**src/rtl/rvh_l1d_pkg.sv**
```systemverilog
// Shared L1D definitions: AXI outstanding-control FSM states and default limits.
package rvh_l1d_pkg;

    localparam int L1D_BANK_ID_NUM = 4;
    localparam int L1D_AR_OSTD_MAX = 4;
    localparam int L1D_AW_OSTD_MAX = 2;

    typedef enum logic [1:0] {
        OSTD_RUN     = 2'd0,
        OSTD_DRAIN   = 2'd1,
        OSTD_DRAINED = 2'd2
    } l1d_axi_ostd_fsm_e;

endpackage

```
**src/rtl/rvh_l1d_ostd_credit_cnt.sv**
```systemverilog
// Saturating outstanding-credit counter; flags a return with no credit held.
module rvh_l1d_ostd_credit_cnt #(
    parameter int MAX   = 4,
    parameter int CNT_W = 3
) (
    input  logic             clk,
    input  logic             rst,
    input  logic             inc,
    input  logic             dec,
    output logic [CNT_W-1:0] cnt,
    output logic             allow,
    output logic             underflow
);

    logic [CNT_W-1:0] cnt_q;

    assign cnt       = cnt_q;
    assign allow     = cnt_q < CNT_W'(MAX);
    assign underflow = dec & ~inc & (cnt_q == '0);

    always_ff @(posedge clk or negedge rst) begin
        if (!rst) begin
            cnt_q <= '0;
        end else if (inc & ~dec) begin
            cnt_q <= cnt_q + CNT_W'(1);
        end else if (dec & ~inc & (cnt_q != '0)) begin
            cnt_q <= cnt_q - CNT_W'(1);
        end
    end

endmodule

```
**src/rtl/rvh_l1d_bank_axi_ostd_ctrl.sv**
```systemverilog
// Per-bank AR/AW/W credit gating toward the L2 AXI arbiter, with a
// drain handshake that quiesces traffic before fence/flush.
module rvh_l1d_bank_axi_ostd_ctrl
    import rvh_l1d_pkg::*;
#(
    parameter int INPUT_PORT_NUM = L1D_BANK_ID_NUM,
    parameter int INPUT_PORT_NUM_INDEX_WIDTH =
        (INPUT_PORT_NUM > 1) ? $clog2(INPUT_PORT_NUM) : 1,
    parameter int AR_OSTD_MAX = L1D_AR_OSTD_MAX,
    parameter int AW_OSTD_MAX = L1D_AW_OSTD_MAX,
    parameter int OSTD_CNT_W = $clog2(
        ((AR_OSTD_MAX > AW_OSTD_MAX) ? AR_OSTD_MAX : AW_OSTD_MAX) + 1)
) (
    input  logic                                  clk,
    input  logic                                  rst,
    input  logic [INPUT_PORT_NUM-1:0]             bank_arvalid_i,
    output logic [INPUT_PORT_NUM-1:0]             bank_arready_o,
    output logic [INPUT_PORT_NUM-1:0]             arb_arvalid_o,
    input  logic [INPUT_PORT_NUM-1:0]             arb_arready_i,
    input  logic [INPUT_PORT_NUM-1:0]             bank_awvalid_i,
    output logic [INPUT_PORT_NUM-1:0]             bank_awready_o,
    output logic [INPUT_PORT_NUM-1:0]             arb_awvalid_o,
    input  logic [INPUT_PORT_NUM-1:0]             arb_awready_i,
    input  logic [INPUT_PORT_NUM-1:0]             bank_wvalid_i,
    output logic [INPUT_PORT_NUM-1:0]             bank_wready_o,
    output logic [INPUT_PORT_NUM-1:0]             arb_wvalid_o,
    input  logic [INPUT_PORT_NUM-1:0]             arb_wready_i,
    input  logic [INPUT_PORT_NUM-1:0]             bank_wlast_i,
    input  logic                                  l2_r_hsk_i,
    input  logic                                  l2_rlast_i,
    input  logic [INPUT_PORT_NUM_INDEX_WIDTH-1:0] l2_r_bank_idx_i,
    input  logic                                  l2_b_hsk_i,
    input  logic [INPUT_PORT_NUM_INDEX_WIDTH-1:0] l2_b_bank_idx_i,
    input  logic                                  drain_req_i,
    output logic                                  drain_ack_o,
    output logic                                  ostd_busy_o,
    output logic                                  ostd_err_o
);

    localparam int N = INPUT_PORT_NUM;

    l1d_axi_ostd_fsm_e fsm_q, fsm_d;

    logic                           run;
    logic [N-1:0]                   ar_room, aw_room;
    logic [N-1:0]                   ar_allow, aw_allow, w_allow;
    logic [N-1:0]                   ar_hsk, aw_hsk, w_hsk;
    logic [N-1:0]                   ar_dec, aw_dec;
    logic [N-1:0]                   ar_uf, aw_uf;
    logic [N-1:0]                   w_in_burst;
    logic [N-1:0][OSTD_CNT_W-1:0]   ar_cnt, aw_cnt;
    logic                           r_ret, r_ok, b_ok, idx_err;
    logic                           err_q;

    assign run      = (fsm_q == OSTD_RUN);
    assign ar_allow = ar_room & {N{run}};
    assign aw_allow = aw_room & {N{run}};
    // An open W burst must finish even while draining.
    assign w_allow  = w_in_burst | aw_allow;

    assign arb_arvalid_o  = bank_arvalid_i & ar_allow;
    assign bank_arready_o = arb_arready_i  & ar_allow;
    assign arb_awvalid_o  = bank_awvalid_i & aw_allow;
    assign bank_awready_o = arb_awready_i  & aw_allow;
    assign arb_wvalid_o   = bank_wvalid_i  & w_allow;
    assign bank_wready_o  = arb_wready_i   & w_allow;

    assign ar_hsk = arb_arvalid_o & arb_arready_i;
    assign aw_hsk = arb_awvalid_o & arb_awready_i;
    assign w_hsk  = arb_wvalid_o  & arb_wready_i;

    assign r_ret   = l2_r_hsk_i & l2_rlast_i;
    assign r_ok    = 32'(l2_r_bank_idx_i) < N;
    assign b_ok    = 32'(l2_b_bank_idx_i) < N;
    assign idx_err = (r_ret & ~r_ok) | (l2_b_hsk_i & ~b_ok);

    always_comb begin
        ar_dec = '0;
        aw_dec = '0;
        if (r_ret & r_ok) begin
            ar_dec[l2_r_bank_idx_i] = 1'b1;
        end
        if (l2_b_hsk_i & b_ok) begin
            aw_dec[l2_b_bank_idx_i] = 1'b1;
        end
    end

    for (genvar i = 0; i < N; i++) begin : g_bank
        rvh_l1d_ostd_credit_cnt #(
            .MAX   (AR_OSTD_MAX),
            .CNT_W (OSTD_CNT_W)
        ) u_ar_cnt (
            .clk       (clk),
            .rst       (rst),
            .inc       (ar_hsk[i]),
            .dec       (ar_dec[i]),
            .cnt       (ar_cnt[i]),
            .allow     (ar_room[i]),
            .underflow (ar_uf[i])
        );

        rvh_l1d_ostd_credit_cnt #(
            .MAX   (AW_OSTD_MAX),
            .CNT_W (OSTD_CNT_W)
        ) u_aw_cnt (
            .clk       (clk),
            .rst       (rst),
            .inc       (aw_hsk[i]),
            .dec       (aw_dec[i]),
            .cnt       (aw_cnt[i]),
            .allow     (aw_room[i]),
            .underflow (aw_uf[i])
        );
    end

    always_ff @(posedge clk or negedge rst) begin
        if (!rst) begin
            w_in_burst <= '0;
            err_q      <= 1'b0;
            fsm_q      <= OSTD_RUN;
        end else begin
            w_in_burst <= (w_in_burst & ~w_hsk) | (w_hsk & ~bank_wlast_i);
            err_q      <= err_q | (|ar_uf) | (|aw_uf) | idx_err;
            fsm_q      <= fsm_d;
        end
    end

    assign ostd_busy_o = (|ar_cnt) | (|aw_cnt) | (|w_in_burst);
    assign ostd_err_o  = err_q;
    assign drain_ack_o = (fsm_q == OSTD_DRAINED);

    always_comb begin
        fsm_d = fsm_q;
        unique case (fsm_q)
            OSTD_RUN: begin
                if (drain_req_i) fsm_d = OSTD_DRAIN;
            end
            OSTD_DRAIN: begin
                if (!drain_req_i)     fsm_d = OSTD_RUN;
                else if (!ostd_busy_o) fsm_d = OSTD_DRAINED;
            end
            OSTD_DRAINED: begin
                if (!drain_req_i) fsm_d = OSTD_RUN;
            end
            default: fsm_d = OSTD_RUN;
        endcase
    end

endmodule
```
**config.mk**
```make
export PLATFORM = sky130hd
export DESIGN_NAME = rvh_l1d_bank_axi_ostd_ctrl
export DESIGN_NICKNAME = d
export VERILOG_FILES = /design/src/rtl/rvh_l1d_pkg.sv /design/src/rtl/rvh_l1d_ostd_credit_cnt.sv /design/src/rtl/rvh_l1d_bank_axi_ostd_ctrl.sv
export SDC_FILE = /design/constraint.sdc
export NUM_CORES = 1
export LEC_CHECK = 0
export CAP_MARGIN = 10
export CORE_MARGIN = 3
export CORE_UTILIZATION = 32
export CTS_CLUSTER_DIAMETER = 200
export DETAILED_ROUTE_END_ITERATION = 12
export SYNTH_ARGS = -nofsm -noshare
export SYNTH_HDL_FRONTEND = slang
export SYNTH_SLANG_ARGS = --single-unit
```
**constraint.sdc**
```tcl
create_clock -name clk -period 3.4 [get_ports clk]
set_input_delay 0.51 -clock clk [delete_from_list [all_inputs] [get_ports clk]]
set_output_delay 0.51 -clock clk [all_outputs]
set_load 0.005 [all_outputs]
```
-- After elaboration in Yosys (flattened, before gate mapping)
Cells that the tools add are included.
- register bits after elaboration: 31
- bits in latches: 0
- RAM bits: 0
- memory bits (read-only): 0
- input port bits: 38
- output and inout port bits: 27
- word-level logic and storage cells: 174
- memories: 0
- add/subtract/negate cells: 16
- multipliers: 0
- divide/modulo/power cells: 0
- magnitude comparators: 12
- eq/ne operators: 5
- shift operators: 0
- mux-type cells: 27
- bitwise logic cells: 70
- reduce and logical (&&, ||, !) cells: 33
- operator list (operator ; count):
    $and A4 B4 Y4 ; 13
    $mux W3 ; 16
    $and A1 B1 Y1 ; 33
    $add A3 B1 Y3 const B ; 8
    $logic_not A3 Y1 ; 8
    $reduce_bool A3 Y1 ; 8
    $reduce_or A12 Y1 ; 2
    $sub A3 B1 Y3 const B ; 8
    $not A1 Y1 ; 16
    $reduce_bool A2 Y1 ; 8
    $lt A3 B2 Y1 const B ; 4
    $lt A3 B3 Y1 const B ; 4
    $reduce_or A4 Y1 ; 3
    $mux W2 ; 4
    $mux W4 ; 2
    $not A4 Y4 ; 2
    $or A4 B4 Y4 ; 2
    $lt A2 B3 Y1 const B ; 2
    $pmux W2 S3 ; 1
    $demux W1 S2 ; 2
    $ge A2 B1 Y1 const B ; 2
    $ne A2 B2 Y1 const B ; 2
    $or A1 B1 Y1 ; 4
    $ne A3 B3 Y1 const B ; 1
    other kinds (6) ; 8

-- Logic depth before layout (Yosys ltp)
Gate-level depths: netlist of the first run.
- depth in word-level cells: 10
- mapped depth: 8
- gate-level depth less buffers: 7

-- Hierarchy
A second synthesis of the first run with hierarchy kept.
- cell total of the unflattened synthesis: 291
- area total of the unflattened synthesis: 2477.4 um^2
- modules (own cells, without submodules) (module ; times used ; cells each ; area each (um^2) ; seq. area each (um^2)):
    rvh_l1d_ostd_credit_cnt at g_bank[0].u_ar_cnt ... ; 4 ; 23 ; 207.7 ; 75.1
    rvh_l1d_bank_axi_ostd_ctrl ; 1 ; 89 ; 668.1 ; 175.2
    rvh_l1d_ostd_credit_cnt at g_bank[2].u_aw_cnt ... ; 2 ; 29 ; 247.7 ; 75.1
    rvh_l1d_ostd_credit_cnt at g_bank[0].u_aw_cnt ... ; 2 ; 26 ; 241.5 ; 75.1

-- Worst setup path after synthesis of the first run
OpenSTA, ideal clock, no wires.
- path kind: reg-to-reg
- from: register fsm_q[0]
- to: register g_bank[2].u_aw_cnt.cnt_q[2]
- setup time: 0.131 ns
- data arrival time: 2.039 ns
- data required time: 3.269 ns
- setup slack: 1.230 ns
- cell stages (with the launch flop): 9
- path buffers: 1
- clock period less this slack: 2.170 ns
- cells stage by stage: dfrtp_1 > buf_6 > nor4_4 > and4_1 > inv_1 > fa_1 > a311oi_1 > a21o_1 > a21oi_1
- longest elaborated chain between the ends: 8
- elaborated cells on any way between the ends: 10
- those cells by class: mux (1); bitwise (7); reduce/logical (2)
- ends and longest elaborated chain (element ; line ; source):
    start, declared ; rvh_l1d_bank_axi_ostd_ctrl.sv:42 ; l1d_axi_ostd_fsm_e fsm_q, fsm_d;
    start signal, assigned ; rvh_l1d_bank_axi_ostd_ctrl.sv:124 ; fsm_q <= fsm_d;
    $logic_not A2 Y1 * ; rvh_l1d_bank_axi_ostd_ctrl.sv:55 ; assign run = (fsm_q == OSTD_RUN);
    $and A4 B4 Y4 * ; rvh_l1d_bank_axi_ostd_ctrl.sv:57 ; assign aw_allow = aw_room & {N{run}};
    $and A4 B4 Y4 * ; rvh_l1d_bank_axi_ostd_ctrl.sv:63 ; assign arb_awvalid_o = bank_awvalid_i & aw_allow;
    $and A4 B4 Y4 * ; rvh_l1d_bank_axi_ostd_ctrl.sv:69 ; assign aw_hsk = arb_awvalid_o & arb_awready_i;
    $not A1 Y1 ; rvh_l1d_ostd_credit_cnt.sv:26 ; end else if (dec & ~inc & (cnt_q != '0)) begin
    $and A1 B1 Y1 (2 in a row) ; rvh_l1d_ostd_credit_cnt.sv:26 ;
    $reduce_bool A2 Y1 (no line) ; n/a ;
    end signal, assigned ; rvh_l1d_ostd_credit_cnt.sv:25 ; cnt_q <= cnt_q + CNT_W'(1);
    end signal, assigned ; rvh_l1d_ostd_credit_cnt.sv:27 ; cnt_q <= cnt_q - CNT_W'(1);
    end, declared ; rvh_l1d_ostd_credit_cnt.sv:15 ; logic [CNT_W-1:0] cnt_q;
Every way passes the cells marked *; elsewhere a longest branch is shown, timed or not.
A chain may end at the register's enable or synchronous reset.

-- Worst setup path after layout of the first run
- from: register fsm_q[1]
- to: output port bank_awready_o[3]
- longest elaborated chain between the ends: 3
- ends and longest elaborated chain (element ; line ; source):
    $logic_not A2 Y1 ; rvh_l1d_bank_axi_ostd_ctrl.sv:55 ;
    $and A4 B4 Y4 ; rvh_l1d_bank_axi_ostd_ctrl.sv:57 ;
    $and A4 B4 Y4 ; rvh_l1d_bank_axi_ostd_ctrl.sv:64 ; assign bank_awready_o = arb_awready_i & aw_allow;
    end, declared ; rvh_l1d_bank_axi_ostd_ctrl.sv:21 ; output logic [INPUT_PORT_NUM-1:0] bank_awready_o,
No other way between the ends.

==> flow_metrics.py, run 1 <==
metrics = {
    "outcome": {
        "status": "finished, final reports clean",
    },
    "power": {
        "power_density_nw_per_um2": 609.8,
        "peakVddDrop_v": 0.0002106,
        "p_leak_nw": 1.129,
    },
    "cts": {
        "htreeDepth": 2,
        "cts_resized": 0,
        "cts_max_path_buffers": 2,
        "cts_buffers": 5,
        "insertion_delay_ns": 0.29,
        "clk_pin_slew_ns": 0.07,
        "post_cts_buffers": 0,
        "cts.sinks": 31,
        "root_buffer": "clkbuf_8",
        "cts_tree": "done",
        "holdBufCountCts": 0,
    },
    "final_layout": {
        "mostFrequentLayoutCell": "clkdlybuf4s50_1",
        "fin_nets": 325,
        "drive_above_1_share": 0.08214,
        "n_fill_cell": 607,
        "multi_input_comb_area_um2": 1358,
        "diodes": 0,
        "seqCellArea_um2": 775.7,
        "syn2layout_area_growth_pct": 36.81,
        "layout_common_cells": "clkdlybuf4s50_1, dfrtp_1, nor2_1",
    },
    "global_routing": {
        "antenna_found_initial": 0,
        "grt_usage": 0.1466,
        "grt_pass1_wl_um": 8880,
        "grt_max_degree": 32,
        "overflow": 0,
        "grt_pass1_vias": 1893,
    },
    "yosys": {
        "ys_ff_latch": 31,
        "yosysTopAreaCell": "dfrtp_1",
        "synth_cell_type_count": 50,
        "async_flop_share": 1.000,
        "synth_nets": 255,
        "syn-cell-area_um2": 2182,
        "netlist_instances": 209,
        "netlist_top_cells_area": "dfrtp_1, fa_1, nor2_1, nor4b_4, a31oi_1",
        "synth_top_area_frac": 0.3555,
        "synth_ff_type": "dfrtp_1",
        "synth_sequential_area_ratio": 0.3555,
        "synth-edff-count": 0,
        "yosys_warnings": 0,
        "synth_area_per_cell_um2": 10.44,
    },
    "die": {
        "die_y_um": 88.58,
        "pin_count": 65,
        "start_util": 0.3360,
        "die_area_um2": 7846,
        "dieWidth_um": 88.58,
        "core_area_um2": 6495,
        "row_count": 29,
    },
    "timing": {
        "finalSetupViolations": 0,
        "setup_tns_ns": 0,
        "slew_violations": 0,
        "fin_worst_skew_ns": 0.006750,
        "min_period_ns": 2.889,
        "rsz0062_at_grt": "no",
        "max_freq_ghz": 0.3462,
        "holdWs_ns": 0.5313,
        "min_period_over_period": 0.8496,
        "worst_pin_slew_ns": 0.8644,
        "relSlewSlack": 0.4237,
        "hold_viol_final": 0,
    },
    "detailed_routing": {
        "wl_per_cell_um": 15.03,
        "first_pass_iters": 4,
        "viasPerCell": 5.420,
        "drc": 0,
        "drt_iter0_markers": 22,
        "routed_wl_um": 5366,
        "vias": 1935,
        "antenna_left": 0,
    },
    "flow_run": {
        "max-cap-violations": 0,
    },
    "setup_path": {
        "crit_fanout": 13,
        "critPathCaptureType": "output port",
        "crit_required_ns": 2.89,
        "cp.arrival_ns": 2.38,
        "crit_type": "register to output port",
        "reg2reg_slack_ns": 0.84,
        "crit_path_start_kind": "register",
    },
    "placed_design": {
        "dp_hpwl_um": 4115,
        "port_buffers": 64,
        "place_congestion": 0.8453,
    },
    "hold_path": {
        "min-delay-path-class": "register to register",
    },
}
-- report_power, final --
group / total (mW) / leakage (nW) / switching [mW] / internal (mW)
Sequential: 0.791 / 0.365 / 0.261 / 0.531
Clock: 0.287 / 0.0422 / 0.144 / 0.144
Combinational: 0.742 / 0.722 / 0.300 / 0.441
Total: 1.82 / 1.13 / 0.705 / 1.12
-- final timing paths --
path,start,end,cells past startpoint
setup / recovery,fsm_q[1],bank_awready_o[3],3
hold / removal,g_bank[0].u_aw_cnt.cnt[0],g_bank[0].u_aw_cnt.cnt[0],1
setup reg to reg,fsm_q[1],g_bank[1].u_aw_cnt.cnt[2],6
hold reg to reg,g_bank[0].u_aw_cnt.cnt[0],g_bank[0].u_aw_cnt.cnt[0],1
max in group asynchronous,rst,g_bank[0].u_ar_cnt.cnt[2],2
min in group asynchronous,rst,fsm_q[1],2
-- layer usage --
metal	share of wire	GRT usage	vias up
li1	-	-	952
met1	0.49	0.2023	922
met2	0.44	0.2223	55
met3	0.060	0.03911	6
met4	0.011	0.05082	0
met5	0	0	-
-- synthesized netlist by cell type, types with 3 or more instances --
cell and count:
a31oi_1 11, mux2_2 4, a211oi_1 4, nor4b_4 3, nor3_1 7, a21oi_1 5
mux2i_1 6, nand3_1 3, dfrtp_1 31, nor4b_1 4, xor2_1 4, or3_1 3
nand4_1 6, and2_1 9, nand2_1 8, and3_1 4, o21a_1 8, a22oi_1 4
o21ai_0 7, inv_1 7, nor2_1 20, xnor2_1 6, fa_1 8
-- stage by stage --
step	power [mW]	util	instances	area (µm²)	worst slack, ns
floorplan	1.232	-	209	2182	1.230
global placement	1.526	0.4471	349	2904	0.8062
detailed placement	1.546	0.4471	349	2904	0.7533
CTS	1.843	0.4596	357	2985	0.4778
global route	1.984	0.4596	357	2985	0.3306
finish	1.820	0.4596	357	2985	0.5115
-- worst max-delay path: stages, from the launching register on --
cell and delay [ns]:
dfrtp_1 0.67, nor4_2 0.69, and2_1 0.22, clkdlybuf4s50_1 0.50
-- layout make-up --
class / count / area share
well taps: 77 / 0.03227
clock buffers: 7 / 0.02557
repair buffers: 65 / 0.2171
multi-input cells: 169 / 0.4547
clock inverters: 1 / 0.001676
inverters: 7 / 0.008801
flip-flops and latches: 31 / 0.2598
-- cell families after synthesis --
| family | count (synthesis) | share of synthesized area |
|---|---|---|
| AO/OA/AOI/OAI | 53 | 0.1720 |
| adder cells (fa/ha/maj) | 8 | 0.07339 |
| AND/OR/NAND/NOR | 85 | 0.2712 |
| flip-flops | 31 | 0.3555 |
| multiplexers | 13 | 0.06536 |
| buffers and inverters | 9 | 0.02236 |
| XOR/XNOR | 10 | 0.04014 |
Note: power is estimated with default switching activity, not from simulation.
==> inputs of run 2 (changes only) <==
==> constraint.sdc (replaced) <==
create_clock -name clk -period 2.3 [get_ports clk]
set_input_delay 0.345 -clock clk [delete_from_list [all_inputs] [get_ports clk]]
set_output_delay 0.345 -clock clk [all_outputs]
set_load 0.005 [all_outputs]
==> run 2 against run 1 <==
Net effect: total power up 61%; global-route usage increased by 0.84 points; final cell count grew 9.8%; combinational power is 94% higher; register-to-register slack got worse by 0.64 ns; clock skew decreased by 0.0023 ns; core utilization grew 4.8 points; via count up 7.4%; sequential cell count stayed put; sequential power up 39%; critical path type unchanged; highest routed layer unchanged.
==> flow_metrics.py, run 2 (synthesized netlist as in run 1, its figures left out) <==
metrics = {
    "outcome": {
        "status": "finished, final reports clean",
    },
    "setup_path": {
        "crit_type": "register to output port",
        "slowest_delay_ns": 0.50,
        "crit_required_ns": 1.96,
        "critPathCaptureType": "output port",
        "crit_fanout": 4,
        "crit_path_start_kind": "register",
        "path_cells": "buf_6, nor4_4, buf_4, o21a_1, clkdlybuf4s50_1",
        "cp_slowest_cell": "clkdlybuf4s50_1",
        "cp.arrival_ns": 1.89,
    },
    "cts": {
        "clk_pin_slew_ns": 0.06,
        "cts_tree": "done",
        "cts.sinks": 31,
        "cts_buffers": 5,
        "root_buffer": "clkbuf_8",
        "cts_max_path_buffers": 2,
        "htreeDepth": 2,
        "insertion_delay_ns": 0.28,
    },
    "detailed_routing": {
        "vias": 2078,
        "wl_per_cell_um": 14.69,
        "drc": 0,
        "drt_iter0_markers": 63,
        "routed_wl_um": 5758,
        "first_pass_iters": 5,
        "antenna_left": 0,
        "viasPerCell": 5.301,
    },
    "power": {
        "p_leak_nw": 1.363,
        "peakVddDrop_v": 0.0003590,
        "power_mw": 2.929,
        "power_density_nw_per_um2": 887.8,
    },
    "global_routing": {
        "busiest_layer": "met2",
        "grt_pass1_vias": 1966,
        "grt_use_met3": 0.04842,
        "antenna_found_initial": 0,
        "grt_max_degree": 32,
        "grt_pass1_wl_um": 9328,
        "met1_usage": 0.2118,
        "grt_usage": 0.1550,
        "met2_usage": 0.2386,
        "overflow": 0,
    },
    "timing": {
        "min_period_ns": 2.232,
        "rsz0062_at_grt": "yes",
        "min_period_over_period": 0.9704,
        "slew_violations": 0,
        "finalSetupViolations": 0,
        "hold_viol_final": 0,
        "relSlewSlack": 0.7174,
        "max_freq_ghz": 0.4481,
        "worst_pin_slew_ns": 0.4238,
        "fin_worst_skew_ns": 0.004483,
        "setup_ws_ns": 0.06817,
    },
    "final_layout": {
        "final_cells": 392,
        "n_fill_cell": 608,
        "fin_nets": 362,
        "syn2layout_area_growth_pct": 51.20,
        "mostFrequentLayoutCell": "clkdlybuf4s50_1",
        "seqCellArea_um2": 778.2,
        "multi_input_comb_area_um2": 1386,
        "layout_common_cells": "clkdlybuf4s50_1, buf_4, dfrtp_1",
        "diodes": 0,
        "drive_above_1_share": 0.2063,
    },
    "placed_design": {
        "dp_hpwl_um": 4437,
        "place_ws_ns": 0.06545,
        "port_buffers": 64,
        "place_inst": 376,
        "place_congestion": 0.7918,
    },
    "die": {
        "die_y_um": 88.58,
        "start_util": 0.3360,
        "core_area_um2": 6495,
        "row_count": 29,
        "pin_count": 65,
        "dieWidth_um": 88.58,
        "die_area_um2": 7846,
    },
    "hold_path": {
        "min-delay-path-class": "primary input to async pin",
    },
    "flow_run": {
        "max-cap-violations": 0,
    },
}
==> run 2: cell count changes in the layout (fill, tap and decap cells not counted), moves of 2 or more <==
cell,previous run,this run
dfrtp_1,31,29
buf_6,0,2
buf_4,1,36
dfrtp_2,0,2
dlymetal6s2s_1,0,3
clkdlybuf4s50_1,64,60
==> run 2: final cells by class <==
type / count / area share
Clock buffer: 6 / 0.02199
Inverter: 7 / 0.007964
Multi-Input combinational cell: 169 / 0.4202
Sequential cell: 31 / 0.2359
Tap cell: 77 / 0.02920
Timing Repair Buffer: 102 / 0.2848
==> run 2: worst max-delay path, delay by kind of cell, from the launching register on <==
family / cells / cell delay, ns
flops: 1 / 0.39
simple gates: 1 / 0.29
buf+inv: 3 / 0.81
compound gates: 1 / 0.11
==> run 2: power by group <==
group | leakage, nW | internal (mW) | switching, mW
clock | 0.0371 | 0.201 | 0.192
sequential | 0.363 | 0.788 | 0.310
combinational | 0.963 | 0.848 | 0.590
==> run 2: metal layers <==
| layer | vias to the layer above | routed length, µm |
|---|---|---|
| met5 | - | 0 |
| met1 | 991 | 2797 |
| li1 | 1016 | - |
| met4 | 0 | 58 |
| met3 | 5 | 357 |
| met2 | 66 | 2545 |
==> run 2: worst paths after layout <==
kind | startpoint | endpoint | slack, ns | cells after the start
min reg2reg | g_bank[0].u_aw_cnt.cnt[2] | g_bank[0].u_aw_cnt.cnt[2] | 0.54 | 1
min in group clk | g_bank[0].u_aw_cnt.cnt[2] | g_bank[0].u_aw_cnt.cnt[2] | 0.54 | 1
max in group asynchronous | rst | g_bank[2].u_aw_cnt.cnt[1] | 1.51 | 2
max | fsm_q[0] | bank_wready_o[1] | 0.07 | 5
max reg2reg | fsm_q[0] | g_bank[1].u_aw_cnt.cnt[2] | 0.20 | 8
min | rst | g_bank[2].u_ar_cnt.cnt[1] | 0.46 | 2
==> run 2: metrics by stage <==
stage                     instance area [µm²]  hold WS (ns)    util  setup TNS [ns]
after CTS                                3198        0.4729  0.4924               0
after global placement                   3107        0.5024  0.4783               0
after floorplan                          2182       0.04941       -               0
final                                    3299        0.4641  0.5080               0
after global routing                     3299        0.5036  0.5080        -0.03705
after detailed placement                 3107        0.5301  0.4783               0
==> run 2: repair_timing <==
| item | CTS | global route |
|---|---|---|
| buffers inserted | 1 | 9 |
| gates resized for setup | 4 | 9 |
| hold buffers | 0 | 0 |
| endpoints found under the setup margin | 23 | 14 |
| hold endpoints to repair | 0 | 0 |
| pin swaps | 0 | 1 |
==> inputs of run 3 (changes only) <==
--- a/config.mk
+++ b/config.mk
@@ -10,6 +10,7 @@
 export CORE_UTILIZATION = 32
 export CTS_CLUSTER_DIAMETER = 200
 export DETAILED_ROUTE_END_ITERATION = 12
+export SLEW_MARGIN = 20
 export SYNTH_ARGS = -nofsm -noshare
 export SYNTH_HDL_FRONTEND = slang
 export SYNTH_SLANG_ARGS = --single-unit
==> results of run 3 <==
Same layout as run 2: the final DEF is identical, and so are final timing and power.
